==> config.mk <==
export PLATFORM = sky130hd
export DESIGN_NAME = pb_port_decoder_flat
export DESIGN_NICKNAME = d
export VERILOG_FILES = /design/src/rtl/pb_port_decoder_if.sv /design/src/rtl/pb_port_decoder.sv /design/src/flat_wrapper.sv
export SDC_FILE = /design/constraint.sdc
export NUM_CORES = 1
export LEC_CHECK = 0
export BUFFER_PORTS_ARGS = -buffer_cell sky130_fd_sc_hd__buf_2
export CORE_ASPECT_RATIO = 1.2
export CORE_MARGIN = 10
export CORE_UTILIZATION = 40
export CTS_BUF_LIST = sky130_fd_sc_hd__clkbuf_8
export CTS_CLUSTER_DIAMETER = 30
export DETAILED_ROUTE_END_ITERATION = 6
export GPL_TIMING_DRIVEN = 0
export HOLD_SLACK_MARGIN = 0.15
export PLACE_DENSITY = 0.68
export SYNTH_ARGS = -nofsm -noshare
export SYNTH_HDL_FRONTEND = slang
export SYNTH_SLANG_ARGS = --single-unit
export TNS_END_PERCENT = 30
==> constraint.sdc <==
create_clock -name reloj -period 2.6 [get_ports reloj]
set_input_delay 0.52 -clock reloj [delete_from_list [all_inputs] [get_ports reloj]]
set_output_delay 0.52 -clock reloj [all_outputs]
set_load 0.005 [all_outputs]
==> src/rtl/pb_port_decoder_if.sv <==
// PicoBlaze port bus between the CPU (master) and a port decoder (slave).
// Latency: none, plain wires; the decoder registers in_port.
// Backpressure: none, the CPU strobes are single-cycle and always accepted.
interface pb_port_decoder_if;
    logic [7:0] port_id;
    logic [7:0] out_port;
    logic [7:0] in_port;
    logic       write_strobe;
    logic       read_strobe;

    modport master (
        output port_id,
        output out_port,
        output write_strobe,
        output read_strobe,
        input  in_port
    );

    modport slave (
        input  port_id,
        input  out_port,
        input  write_strobe,
        input  read_strobe,
        output in_port
    );
endinterface

==> src/rtl/pb_port_decoder.sv <==
// PicoBlaze output-port decoder: mode/button/control/flag registers, timed button pulses, read-back.
// Latency: registers and in_port update on the strobe edge (1 cycle); bot_out is combinational from registers.
// Backpressure: none, every write/read strobe is consumed on its edge.
module pb_port_decoder #(
    parameter int         N_MODOS    = 3,
    parameter int         N_BOT      = 4,
    parameter int         HOLD_CYC   = 4,
    parameter logic [7:0] ADDR_MODO  = 8'h01,
    parameter logic [7:0] ADDR_BOT   = 8'h22,
    parameter logic [7:0] ADDR_CTRL  = 8'h10,
    parameter logic [7:0] ADDR_FLAGS = 8'h20
) (
    input  logic                     reloj,
    input  logic                     resetM,
    pb_port_decoder_if.slave         pb,
    output logic [N_MODOS-1:0]       modo,
    output logic [N_MODOS*N_BOT-1:0] bot_out,
    output logic [1:0]               control,
    output logic [2:0]               flags,
    output logic                     bot_busy
);
    localparam int            CW      = (HOLD_CYC > 0) ? $clog2(HOLD_CYC + 1) : 1;
    localparam logic [CW-1:0] HOLD_LD = CW'(HOLD_CYC);
    localparam bit            HOLD_EN = (HOLD_CYC > 0);

    logic [N_MODOS-1:0] modo_q, modo_d, mode_sel;
    logic [N_BOT-1:0]   bot_q, bot_d, bot_sel;
    logic [CW-1:0]      cnt_q, cnt_d;
    logic               busy_q, busy_d;
    logic               done_q, done_d;
    logic [1:0]         ctrl_q, ctrl_d;
    logic [2:0]         flags_q, flags_d;
    logic [7:0]         in_q, in_d;

    logic mode_wr, bot_wr, ctrl_wr, flags_wr, bot_rd, expire;

    assign mode_wr  = pb.write_strobe && (pb.port_id == ADDR_MODO);
    assign bot_wr   = pb.write_strobe && (pb.port_id == ADDR_BOT);
    assign ctrl_wr  = pb.write_strobe && (pb.port_id == ADDR_CTRL);
    assign flags_wr = pb.write_strobe && (pb.port_id == ADDR_FLAGS);
    assign bot_rd   = pb.read_strobe  && (pb.port_id == ADDR_BOT);

    // A button or mode write on the last hold cycle replaces the pulse, so it never counts as expired.
    assign expire = busy_q && (cnt_q == CW'(1)) && !mode_wr && !bot_wr;

    // Value k selects bit N-k; out-of-range values give an all-zero selector.
    always_comb begin
        mode_sel = '0;
        for (int m = 0; m < N_MODOS; m++) begin
            mode_sel[m] = (pb.out_port == 8'(N_MODOS - m));
        end
    end

    always_comb begin
        bot_sel = '0;
        for (int b = 0; b < N_BOT; b++) begin
            bot_sel[b] = (pb.out_port == 8'(N_BOT - b));
        end
    end

    always_comb begin
        modo_d  = modo_q;
        bot_d   = bot_q;
        cnt_d   = cnt_q;
        busy_d  = busy_q;
        done_d  = done_q;
        ctrl_d  = ctrl_q;
        flags_d = flags_q;

        if (busy_q) begin
            cnt_d = cnt_q - CW'(1);
        end

        if (expire) begin
            bot_d  = '0;
            busy_d = 1'b0;
            done_d = 1'b1;
        end else if (bot_rd) begin
            done_d = 1'b0;
        end

        if (mode_wr) begin
            modo_d = ((modo_q & mode_sel) != '0) ? '0 : mode_sel;
            bot_d  = '0;
            cnt_d  = '0;
            busy_d = 1'b0;
        end

        if (bot_wr) begin
            bot_d = bot_sel;
            if (HOLD_EN && (bot_sel != '0)) begin
                cnt_d  = HOLD_LD;
                busy_d = 1'b1;
            end else begin
                cnt_d  = '0;
                busy_d = 1'b0;
            end
        end

        if (ctrl_wr) begin
            ctrl_d = pb.out_port[1:0];
        end
        if (flags_wr) begin
            flags_d = pb.out_port[2:0];
        end
    end

    // Read-back samples pre-edge state, so a clearing read still returns done=1.
    always_comb begin
        in_d = 8'h00;
        if (pb.port_id == ADDR_MODO) begin
            in_d = 8'(modo_q);
        end else if (pb.port_id == ADDR_BOT) begin
            in_d = {done_q, 7'(bot_q)};
        end else if (pb.port_id == ADDR_CTRL) begin
            in_d = {6'b0, ctrl_q};
        end else if (pb.port_id == ADDR_FLAGS) begin
            in_d = {5'b0, flags_q};
        end
    end

    always_ff @(posedge reloj or negedge resetM) begin
        if (!resetM) begin
            modo_q  <= '0;
            bot_q   <= '0;
            cnt_q   <= '0;
            busy_q  <= 1'b0;
            done_q  <= 1'b0;
            ctrl_q  <= '0;
            flags_q <= '0;
            in_q    <= '0;
        end else begin
            modo_q  <= modo_d;
            bot_q   <= bot_d;
            cnt_q   <= cnt_d;
            busy_q  <= busy_d;
            done_q  <= done_d;
            ctrl_q  <= ctrl_d;
            flags_q <= flags_d;
            in_q    <= in_d;
        end
    end

    genvar g;
    generate
        for (g = 0; g < N_MODOS; g++) begin : g_route
            assign bot_out[g*N_BOT +: N_BOT] = modo_q[g] ? bot_q : '0;
        end
    endgenerate

    assign modo       = modo_q;
    assign control    = ctrl_q;
    assign flags      = flags_q;
    assign bot_busy   = busy_q;
    assign pb.in_port = in_q;
endmodule

==> src/flat_wrapper.sv <==
// flat-port wrapper written by rule: the top's interface ports become plain ports
module pb_port_decoder_flat 
#(
    parameter int         N_MODOS    = 3,
    parameter int         N_BOT      = 4,
    parameter int         HOLD_CYC   = 4,
    parameter logic [7:0] ADDR_MODO  = 8'h01,
    parameter logic [7:0] ADDR_BOT   = 8'h22,
    parameter logic [7:0] ADDR_CTRL  = 8'h10,
    parameter logic [7:0] ADDR_FLAGS = 8'h20
)
  (reloj, resetM, modo, bot_out, control, flags, bot_busy, pb_port_id, pb_out_port, pb_write_strobe, pb_read_strobe, pb_in_port);
  pb_port_decoder_if pb_i ();
  input  logic reloj;
  input  logic resetM;
  output logic [N_MODOS-1:0] modo;
  output logic [N_MODOS*N_BOT-1:0] bot_out;
  output logic [1:0] control;
  output logic [2:0] flags;
  output logic bot_busy;
  input wire logic [$bits(pb_i.port_id)-1:0] pb_port_id;
  input wire logic [$bits(pb_i.out_port)-1:0] pb_out_port;
  input wire logic [$bits(pb_i.write_strobe)-1:0] pb_write_strobe;
  input wire logic [$bits(pb_i.read_strobe)-1:0] pb_read_strobe;
  output wire logic [$bits(pb_i.in_port)-1:0] pb_in_port;
  assign pb_i.port_id = pb_port_id;
  assign pb_i.out_port = pb_out_port;
  assign pb_i.write_strobe = pb_write_strobe;
  assign pb_i.read_strobe = pb_read_strobe;
  assign pb_in_port = pb_i.in_port;
  pb_port_decoder #(.N_MODOS(N_MODOS), .N_BOT(N_BOT), .HOLD_CYC(HOLD_CYC), .ADDR_MODO(ADDR_MODO), .ADDR_BOT(ADDR_BOT), .ADDR_CTRL(ADDR_CTRL), .ADDR_FLAGS(ADDR_FLAGS)) u_core (.reloj(reloj), .resetM(resetM), .pb(pb_i), .modo(modo), .bot_out(bot_out), .control(control), .flags(flags), .bot_busy(bot_busy));
endmodule
==> results.sh, run 1 <==
export IMPL_outcome="finished clean"
export IMPL_skew_ns=0.000743
export IMPL_irDropWorstVdd_v=0.000253
export IMPL_slowest_stage="nor4b_2"
export IMPL_num_io_pins=49
export IMPL_drtPass1Iterations=4
export IMPL_cp_required_ns=2.75
export IMPL_htreeDepth=1
export IMPL_netlist_cell_type_count=40
export IMPL_setup_tns_final_ns=0
export IMPL_worstPathCellList="buf_2 -> nor4b_2 -> and2b_1 -> and3_1 -> mux2_1"
export IMPL_diodes=0
export IMPL_fp_dieH_um=80.1
export IMPL_grt_pass1_wl_mm=5.12
export IMPL_io_buffers=45
export IMPL_overflow=0
export IMPL_synth_area_leaders="dfrtp_1 (46%), and2_1 (6.8%), mux2_1 (4.7%)"
export IMPL_finalSetupViolCount=0
export IMPL_critPathKind="input port to flip-flop"
export IMPL_synth_commonest_cells="dfrtp_1 (22), and2_1 (13), nand2_1 (6)"
export IMPL_wl_met2_mm=1.43
export IMPL_preCtsSetupSlack_ns=0.616
export IMPL_clk_insertion_delay_late_ns=0.26
export IMPL_fmax_mhz=587
export IMPL_cts_resized=0
export IMPL_rows=21
export IMPL_yosysMostFrequentCell="dfrtp_1"
export IMPL_synth_area_um2=1200
export IMPL_yosysWarnings=0
export IMPL_synth_edf_count=0
export IMPL_ctsHoldBuffers=0
export IMPL_post_cts_buffers=0
export IMPL_clkTransAtPathRegs_ns=0.08
export IMPL_start_kind="input port"
export IMPL_async_flop_share_pct=100
export IMPL_synth_area_per_cell_um2=11.0
export IMPL_cts_num_sinks=22
export IMPL_drt_met1_wl_mm=1.32
export IMPL_drtIter0Drc=33
export IMPL_cpPeakStageDelay_ns=0.38
export IMPL_drc=0
export IMPL_path_max_fanout=4
export IMPL_synth_largest_area_cell="dfrtp_1"
export IMPL_rr_worst_depth=4
export IMPL_synthCells=109
export IMPL_core_area_um2=2840
export IMPL_endpoint_kind="flip-flop"
export IMPL_crit_arrival_ns=1.85
export IMPL_synth_seq_cells=22
export IMPL_grt_antenna_before_repair=0
export IMPL_maxCapViolCount=0
export IMPL_hold_violations=0
export IMPL_post_route_util_pct=54.0
export IMPL_netlist_area_leader_share_pct=45.8
export IMPL_cts_buffers=3
export IMPL_leakage_nw=0.843
export IMPL_place_congestion=0.832
export IMPL_wl_met3_um=348
export IMPL_clock_path_buffers=2
export IMPL_drv_slew=0
export IMPL_grt_max_degree=23
export IMPL_viasPerCell=5.40
export IMPL_vias=1047
export IMPL_seq_area_frac_synth_pct=45.8
export IMPL_dieWidth_um=70.1
export IMPL_syn_to_final_growth_pct=27.5
export IMPL_wl_per_cell_um=16.2
export IMPL_cts_tree="done"
export IMPL_initial_core_util_pct=42.4
export IMPL_power_density_nw_per_um2=451
export IMPL_track_usage_pct=10.8
export IMPL_fin_nets=183
export IMPL_hold_class="input port to asynchronous set/reset pin"
export IMPL_cts_root_buf="clkbuf_8"
export IMPL_drtAntennaViolNets=0
export IMPL_grt_pass1_vias=1073
export IMPL_maxUsedRoutingLayer="met4"
export IMPL_synthFlopType="dfrtp_1"
export IMPL_wirelength_mm=3.15
export IMPL_place_hpwl_mm=2.49
export IMPL_drive_above_1_share_pct=39.4
export IMPL_rsz0062_at_grt="no"
export IMPL_fin_crit_sh_pct=65.5
export IMPL_dieArea_um2=5610
export IMPL_fin_crit_ns=1.70
export IMPL_fin_ws_ns=0.896
## where the power goes
part           internal, mW  switching [mW]  total, mW  leakage [nW]
sequential            0.355         0.00824      0.363         0.289
combinational        0.0352          0.0460     0.0812         0.525
clock                 0.135           0.112      0.247        0.0288
total                 0.525           0.166      0.691         0.843
## metrics by stage
stage / cell area (um2) / instances / total power, mW / hold WS, ns
finish: 1530 / 194 / 0.691 / 0.209
global route: 1530 / 194 / 0.721 / 0.249
CTS: 1530 / 194 / 0.696 / 0.226
detailed placement: 1480 / 190 / 0.451 / 0.493
global placement: 1480 / 190 / 0.446 / 0.464
floorplan: 1210 / 111 / 0.408 / 0.224
## flip-flops by register name, summed over array words and instances, names as in the netlist
signal             flops
u_core.flags           3
u_core.pb.in_port      5
u_core.bot_busy        1
u_core.bot_q           4
u_core.done_q          1
u_core.modo            3
u_core.control         2
u_core.cnt_q           3
## cell type report
class	instances	area, um2
flip-flops and latches	22	551
well taps	34	42.5
inverters	5	18.8
repair buffers	45	225
fillers	270	1310
multi-input cells	80	614
clock buffers	4	55.1
plain buffers	4	26.3
## logic make-up after synthesis
family | after synthesis | synth area share, %
fa+ha+maj | 2 | 2.08
buf+inv | 9 | 3.75
xor+xnor | 3 | 2.19
simple gates | 45 | 24.1
mux | 6 | 5.62
other cells | 1 | 0.312
flops | 22 | 45.8
compound gates | 21 | 16.1
## path summary, 6_finish.rpt
| kind | from | endpoint | slack, ns |
|---|---|---|---|
| worst max-delay path | pb_port_id[0] | u_core.flags[1]$_DFFE_PN0P_ | 0.90 |
| worst min-delay path | resetM | u_core.cnt_q[1]$_DFFE_PN0P_ | 0.21 |
| worst max register to register | u_core.cnt_q[0]$_DFFE_PN0P_ | u_core.bot_q[0]$_DFFE_PN0P_ | 1.28 |
| worst min register to register | u_core.done_q$_DFFE_PN0P_ | u_core.done_q$_DFFE_PN0P_ | 0.51 |
| max in group asynchronous | resetM | u_core.modo[0]$_DFFE_PN0P_ | 2.06 |
| min in group reloj | u_core.done_q$_DFFE_PN0P_ | u_core.done_q$_DFFE_PN0P_ | 0.51 |
## cell usage in the layout, fill, tap and decap left out, types with 2 or more instances in the layout
cell type	netlist	routed
xnor2_1	2	2
clkbuf_8	0	4
a22oi_1	3	3
nand4_1	2	2
and2_1	13	13
and3_1	3	3
inv_1	5	5
nor3_1	2	2
dfrtp_1	22	22
buf_2	0	45
conb_1	1	3
a32oi_1	2	2
o22ai_1	2	2
ha_1	2	2
nand3_1	2	2
nand2_1	6	6
buf_4	3	3
mux2_1	5	5
o41ai_2	3	3
nor3_2	2	2
nor2_1	5	5
a32o_1	4	4
## worst max-delay path: cells and delay by family
family	cells	cell delay (ns)
simple gates	3	0.87
mux	1	0.34
buf+inv	1	0.12
## routing by layer
layer,track usage (%),up-vias
li1,-,498
met3,4.92,5
met2,17.5,51
met4,3.56,0
met5,0,-
met1,12.5,493
No activity file was read; power rests on OpenSTA's default activity.
==> run 2, diff against run 1 <==
clock period = 1.6 ns   (was 2.6 ns; I/O delays follow)
==> run 2 against run 1 <==
Against the previous run:
- via count grew 0.38%
- sequential power grew 63%
- first-iteration DRC count grew 24%
- non-clock buffer count grew 1
- routed wire length shrank 0.32%
- worst hold slack gained 0.12 ns
- die area is the same
- critical path depth is the same
- final cell count grew 0.52%
- count of clock-buffer cells in the layout is the same
- critical path type unchanged
- largest cell class unchanged
- largest power group unchanged
==> results.sh, run 2 (synthesis gave the netlist of run 1 again) <==
export IMPL_drtPass1Iterations=4
export IMPL_fp_dieH_um=80.1
export IMPL_cpPeakStageDelay_ns=0.38
export IMPL_wl_per_cell_um=16.1
export IMPL_fin_crit_ns=1.50
export IMPL_path_max_fanout=4
export IMPL_power_density_nw_per_um2=730
export IMPL_grt_pass1_vias=1079
export IMPL_drc=0
export IMPL_core_area_um2=2840
export IMPL_drive_above_1_share_pct=39.1
export IMPL_wirelength_mm=3.14
export IMPL_cts_tree="done"
export IMPL_num_io_pins=49
export IMPL_internal_power_uw=855
export IMPL_clock_path_buffers=2
export IMPL_drt_met1_wl_mm=1.34
export IMPL_rsz0062_at_grt="no"
export IMPL_switching_power_uw=271
export IMPL_maxCapViolCount=0
export IMPL_cts_resized=0
export IMPL_track_usage_pct=10.9
export IMPL_rows=21
export IMPL_vias=1051
export IMPL_diodes=0
export IMPL_finalSetupViolCount=0
export IMPL_viasPerCell=5.39
export IMPL_dieWidth_um=70.1
export IMPL_cts_root_buf="clkbuf_8"
export IMPL_fmax_mhz=665
export IMPL_clk_insertion_delay_late_ns=0.26
export IMPL_cts_num_sinks=22
export IMPL_drtIter0Drc=41
export IMPL_grt_max_degree=23
export IMPL_leakage_nw=0.847
export IMPL_skew_ns=0.000614
export IMPL_whs_ns=0.332
export IMPL_clock_power_share_pct=35.8
export IMPL_p_comb_share_pct=11.9
export IMPL_cp_required_ns=1.75
export IMPL_post_place_cells=190
export IMPL_fin_crit_sh_pct=94.0
export IMPL_irDropWorstVdd_v=0.000412
export IMPL_initial_core_util_pct=42.4
export IMPL_fin_nets=184
export IMPL_crit_arrival_ns=1.66
export IMPL_critPathKind="input port to flip-flop"
export IMPL_layout_cells_non_filler=195
export IMPL_outcome="finished clean"
export IMPL_wl_met3_um=314
export IMPL_most_common_layout_cells="buf_2 (45), dfrtp_1 (22), and2_1 (13)"
export IMPL_maxUsedRoutingLayer="met4"
export IMPL_wl_met2_mm=1.44
export IMPL_fill_cells=269
export IMPL_htreeDepth=1
export IMPL_start_kind="input port"
export IMPL_grt_antenna_before_repair=0
export IMPL_worstPathCellList="buf_2 -> nor4b_2 -> and2b_1 -> and3_1 -> mux2_1"
export IMPL_clkTransAtPathRegs_ns=0.08
export IMPL_switching_share_pct=24.1
export IMPL_grt_pass1_wl_mm=5.14
export IMPL_hold_violations=0
export IMPL_place_hpwl_mm=2.49
export IMPL_drtAntennaViolNets=0
export IMPL_seqPwrFrac_pct=52.4
export IMPL_slowest_stage="nor4b_2"
export IMPL_endpoint_kind="flip-flop"
export IMPL_final_common_cell="buf_2"
export IMPL_drv_slew=0
export IMPL_hold_class="input port to flip-flop"
export IMPL_syn_to_final_growth_pct=28.3
export IMPL_cts_buffers=3
export IMPL_largest_register_ffs=5
export IMPL_overflow=0
export IMPL_dieArea_um2=5610
export IMPL_place_congestion=0.832
export IMPL_io_buffers=45
-- run 2: cell count changes in the layout (fill, tap and decap cells not counted) --
cell and delta:
dlygate4sd3_1 +1
-- run 2: final timing paths --
| check | slack (ns) | endpoint | startpoint | depth (start not counted) |
|---|---|---|---|---|
| worst max-delay path | 0.1 | u_core.flags[1]$_DFFE_PN0P_ | pb_port_id[0] | 5 |
| worst min-delay path | 0.33 | u_core.modo[2]$_DFFE_PN0P_ | pb_out_port[1] | 2 |
| worst max register to register | 0.28 | u_core.bot_q[0]$_DFFE_PN0P_ | u_core.cnt_q[0]$_DFFE_PN0P_ | 4 |
| worst min register to register | 0.51 | u_core.done_q$_DFFE_PN0P_ | u_core.done_q$_DFFE_PN0P_ | 1 |
| max in group asynchronous | 0.72 | u_core.bot_q[3]$_DFFE_PN0P_ | resetM | 2 |
| min in group asynchronous | 0.55 | u_core.cnt_q[1]$_DFFE_PN0P_ | resetM | 2 |
-- run 2: routing by layer --
metal / track usage, % / vias to the layer above
met3: 4.92 / 5
met2: 17.5 / 45
met4: 3.56 / 0
met1: 12.6 / 502
met5: 0 / -
li1: - / 499
-- run 2: area by class of cell --
type | count | area (um2) | share of cell area [%]
plain buffers | 4 | 26.3 | 1.70
clock buffers | 4 | 55.1 | 3.57
flip-flops and latches | 22 | 551 | 35.7
inverters | 5 | 18.8 | 1.22
repair buffers | 46 | 235 | 15.2
multi-input cells | 80 | 614 | 39.8
well taps | 34 | 42.5 | 2.76
-- run 2: through the flow --
| step | instance area, um2 | setup WS [ns] | setup TNS (ns) | total power [mW] | util (%) |
|---|---|---|---|---|---|
| 3_5_place_dp | 1480 | -0.184 | -0.866 | 0.733 | 52.1 |
| 3_3_place_gp | 1480 | -0.122 | -0.557 | 0.724 | 52.1 |
| 6_report | 1540 | 0.0958 | 0 | 1.13 | 54.4 |
| 5_1_grt | 1540 | 0.0146 | 0 | 1.17 | 54.4 |
| 2_1_floorplan | 1210 | 0.132 | 0 | 0.662 | - |
| 4_1_cts | 1540 | 0.105 | 0 | 1.13 | 54.4 |
-- run 2: repair_timing --
item                      4_1_cts  5_1_grt
hold endpoints to repair       22        0
hold buffers                    1        0
buffers inserted                0        0
-- run 2: power by group through the flow --
stage / combinational, mW / sequential, mW / clock (mW)
5_1_grt: 0.152 / 0.592 / 0.430
4_1_cts: 0.135 / 0.590 / 0.407
6_report: 0.134 / 0.590 / 0.403
2_1_floorplan: 0.0638 / 0.598 / 0
3_3_place_gp: 0.125 / 0.600 / 0
3_5_place_dp: 0.132 / 0.601 / 0
-- run 2: critical path, delay by kind of cell --
kind	cells	cell delay, ns
buffers and inverters	1	0.12
multiplexers	1	0.34
AND/OR/NAND/NOR	3	0.87
==> run 3, diff against run 2 <==
PLACE_DENSITY = 0.67   (was 0.68)
==> run 3 against run 2 <==
Against the previous run:
- global-route usage about the same
- routed wire length decreased by 1.5%
- critical path depth unchanged
- worst hold slack improved by 0.023 ns
- clock skew increased by 0.0033 ns
- first-iteration DRC count decreased by 34%
- non-clock buffer count unchanged
- largest cell class unchanged
- flip-flop and latch count unchanged
- die area unchanged
- critical path type unchanged
- critical endpoint unchanged
==> results.sh, run 3 (synthesis gave the netlist of run 1 again) <==
export IMPL_clock_path_buffers=2
export IMPL_grt_pass1_vias=1081
export IMPL_largest_register_ffs=5
export IMPL_clk_insertion_delay_late_ns=0.26
export IMPL_dieArea_um2=5610
export IMPL_irDropWorstVdd_v=0.000482
export IMPL_place_hpwl_mm=2.50
export IMPL_drtIter0Drc=27
export IMPL_power_density_nw_per_um2=720
export IMPL_overflow=0
export IMPL_fin_crit_sh_pct=92.9
export IMPL_hold_class="input port to flip-flop"
export IMPL_hold_violations=0
export IMPL_cts_tree="done"
export IMPL_io_buffers=45
export IMPL_skew_ns=0.00393
export IMPL_fin_nets=184
export IMPL_crit_arrival_ns=1.63
export IMPL_drive_above_1_share_pct=39.1
export IMPL_wirelength_mm=3.09
export IMPL_cts_buffers=3
export IMPL_drv_slew=0
export IMPL_vias=1020
export IMPL_finalSetupViolCount=0
export IMPL_final_common_cell="buf_2"
export IMPL_drtAntennaViolNets=0
export IMPL_diodes=0
export IMPL_most_common_layout_cells="buf_2 (45), dfrtp_1 (22), and2_1 (13)"
export IMPL_reg2reg_slack_ns=0.26
export IMPL_leakage_nw=0.847
export IMPL_viasPerCell=5.23
export IMPL_syn_to_final_growth_pct=28.3
export IMPL_track_usage_pct=10.8
export IMPL_drc=0
export IMPL_grt_max_degree=23
export IMPL_dieWidth_um=70.1
export IMPL_cp_required_ns=1.74
export IMPL_endpoint_kind="flip-flop"
export IMPL_core_area_um2=2840
export IMPL_maxCapViolCount=0
export IMPL_rows=21
export IMPL_power_mw=1.11
export IMPL_initial_core_util_pct=42.4
export IMPL_drtPass1Iterations=4
export IMPL_grt_antenna_before_repair=0
export IMPL_fmax_mhz=673
export IMPL_wl_per_cell_um=15.8
export IMPL_cts_root_buf="clkbuf_8"
export IMPL_start_kind="input port"
export IMPL_path_max_fanout=4
export IMPL_critPathKind="input port to flip-flop"
export IMPL_cts_num_sinks=22
export IMPL_whs_ns=0.354
export IMPL_post_route_util_pct=54.4
export IMPL_fin_crit_ns=1.49
export IMPL_grt_pass1_wl_mm=5.14
export IMPL_fp_dieH_um=80.1
export IMPL_clkTransAtPathRegs_ns=0.08
export IMPL_place_congestion=0.819
export IMPL_num_io_pins=49
export IMPL_outcome="finished clean"
export IMPL_htreeDepth=1
export IMPL_rsz0062_at_grt="no"
-- run 3: cell counts in the layout (fill, tap and decap cells not counted) --
No cell type changed its count.
-- run 3: metal layers --
metal / vias up / track usage (%) / part of all wire [%]
met5: - / 0 / 0
li1: 502 / - / -
met3: 8 / 4.80 / 11
met1: 466 / 13.6 / 44
met2: 44 / 15.8 / 44
met4: 0 / 4.55 / 1.7
-- run 3: what timing repair did --
item                      in CTS  in global routing
gates resized for setup        0                  0
hold endpoints to repair      22                  0
hold buffers                   1                  0
setup buffers                  0                  0
-- run 3: cell type report --
| type | count | area (um2) |
|---|---|---|
| plain buffers | 4 | 26.3 |
| clock buffers | 4 | 55.1 |
| fillers | 280 | 1290 |
| inverters | 5 | 18.8 |
| multi-input cells | 80 | 614 |
| flip-flops and latches | 22 | 551 |
| well taps | 34 | 42.5 |
| repair buffers | 46 | 235 |
-- run 3: final timing paths --
| check | startpoint | end | depth (start not counted) |
|---|---|---|---|
| min | pb_read_strobe | u_core.done_q$_DFFE_PN0P_ | 3 |
| min reg2reg | u_core.done_q$_DFFE_PN0P_ | u_core.done_q$_DFFE_PN0P_ | 1 |
| max | pb_port_id[0] | u_core.flags[1]$_DFFE_PN0P_ | 5 |
| max reg2reg | u_core.cnt_q[0]$_DFFE_PN0P_ | u_core.bot_q[1]$_DFFE_PN0P_ | 4 |
| max in group asynchronous | resetM | u_core.modo[1]$_DFFE_PN0P_ | 2 |
| min in group asynchronous | resetM | u_core.cnt_q[2]$_DFFE_PN0P_ | 2 |
-- run 3: power breakdown --
group	internal [mW]	switching, mW
sequential	0.577	0.0134
clock	0.219	0.169
combinational	0.0589	0.0741
-- run 3: critical path, cell delays in order --
cell     delay (ns)
buf_2          0.12
nor4b_2        0.35
and2b_1        0.24
and3_1         0.26
mux2_1         0.34
-- run 3: per-stage QoR --
| stage | instance area (um2) | TNS [ns] | setup WS (ns) | std cells |
|---|---|---|---|---|
| 5_1_grt | 1540 | 0 | 0.0237 | 195 |
| 2_1_floorplan | 1210 | 0 | 0.132 | 111 |
| 4_1_cts | 1540 | 0 | 0.105 | 195 |
| 3_5_place_dp | 1480 | -0.728 | -0.179 | 190 |
| 3_3_place_gp | 1480 | -0.567 | -0.123 | 190 |
| 6_report | 1540 | 0 | 0.114 | 195 |
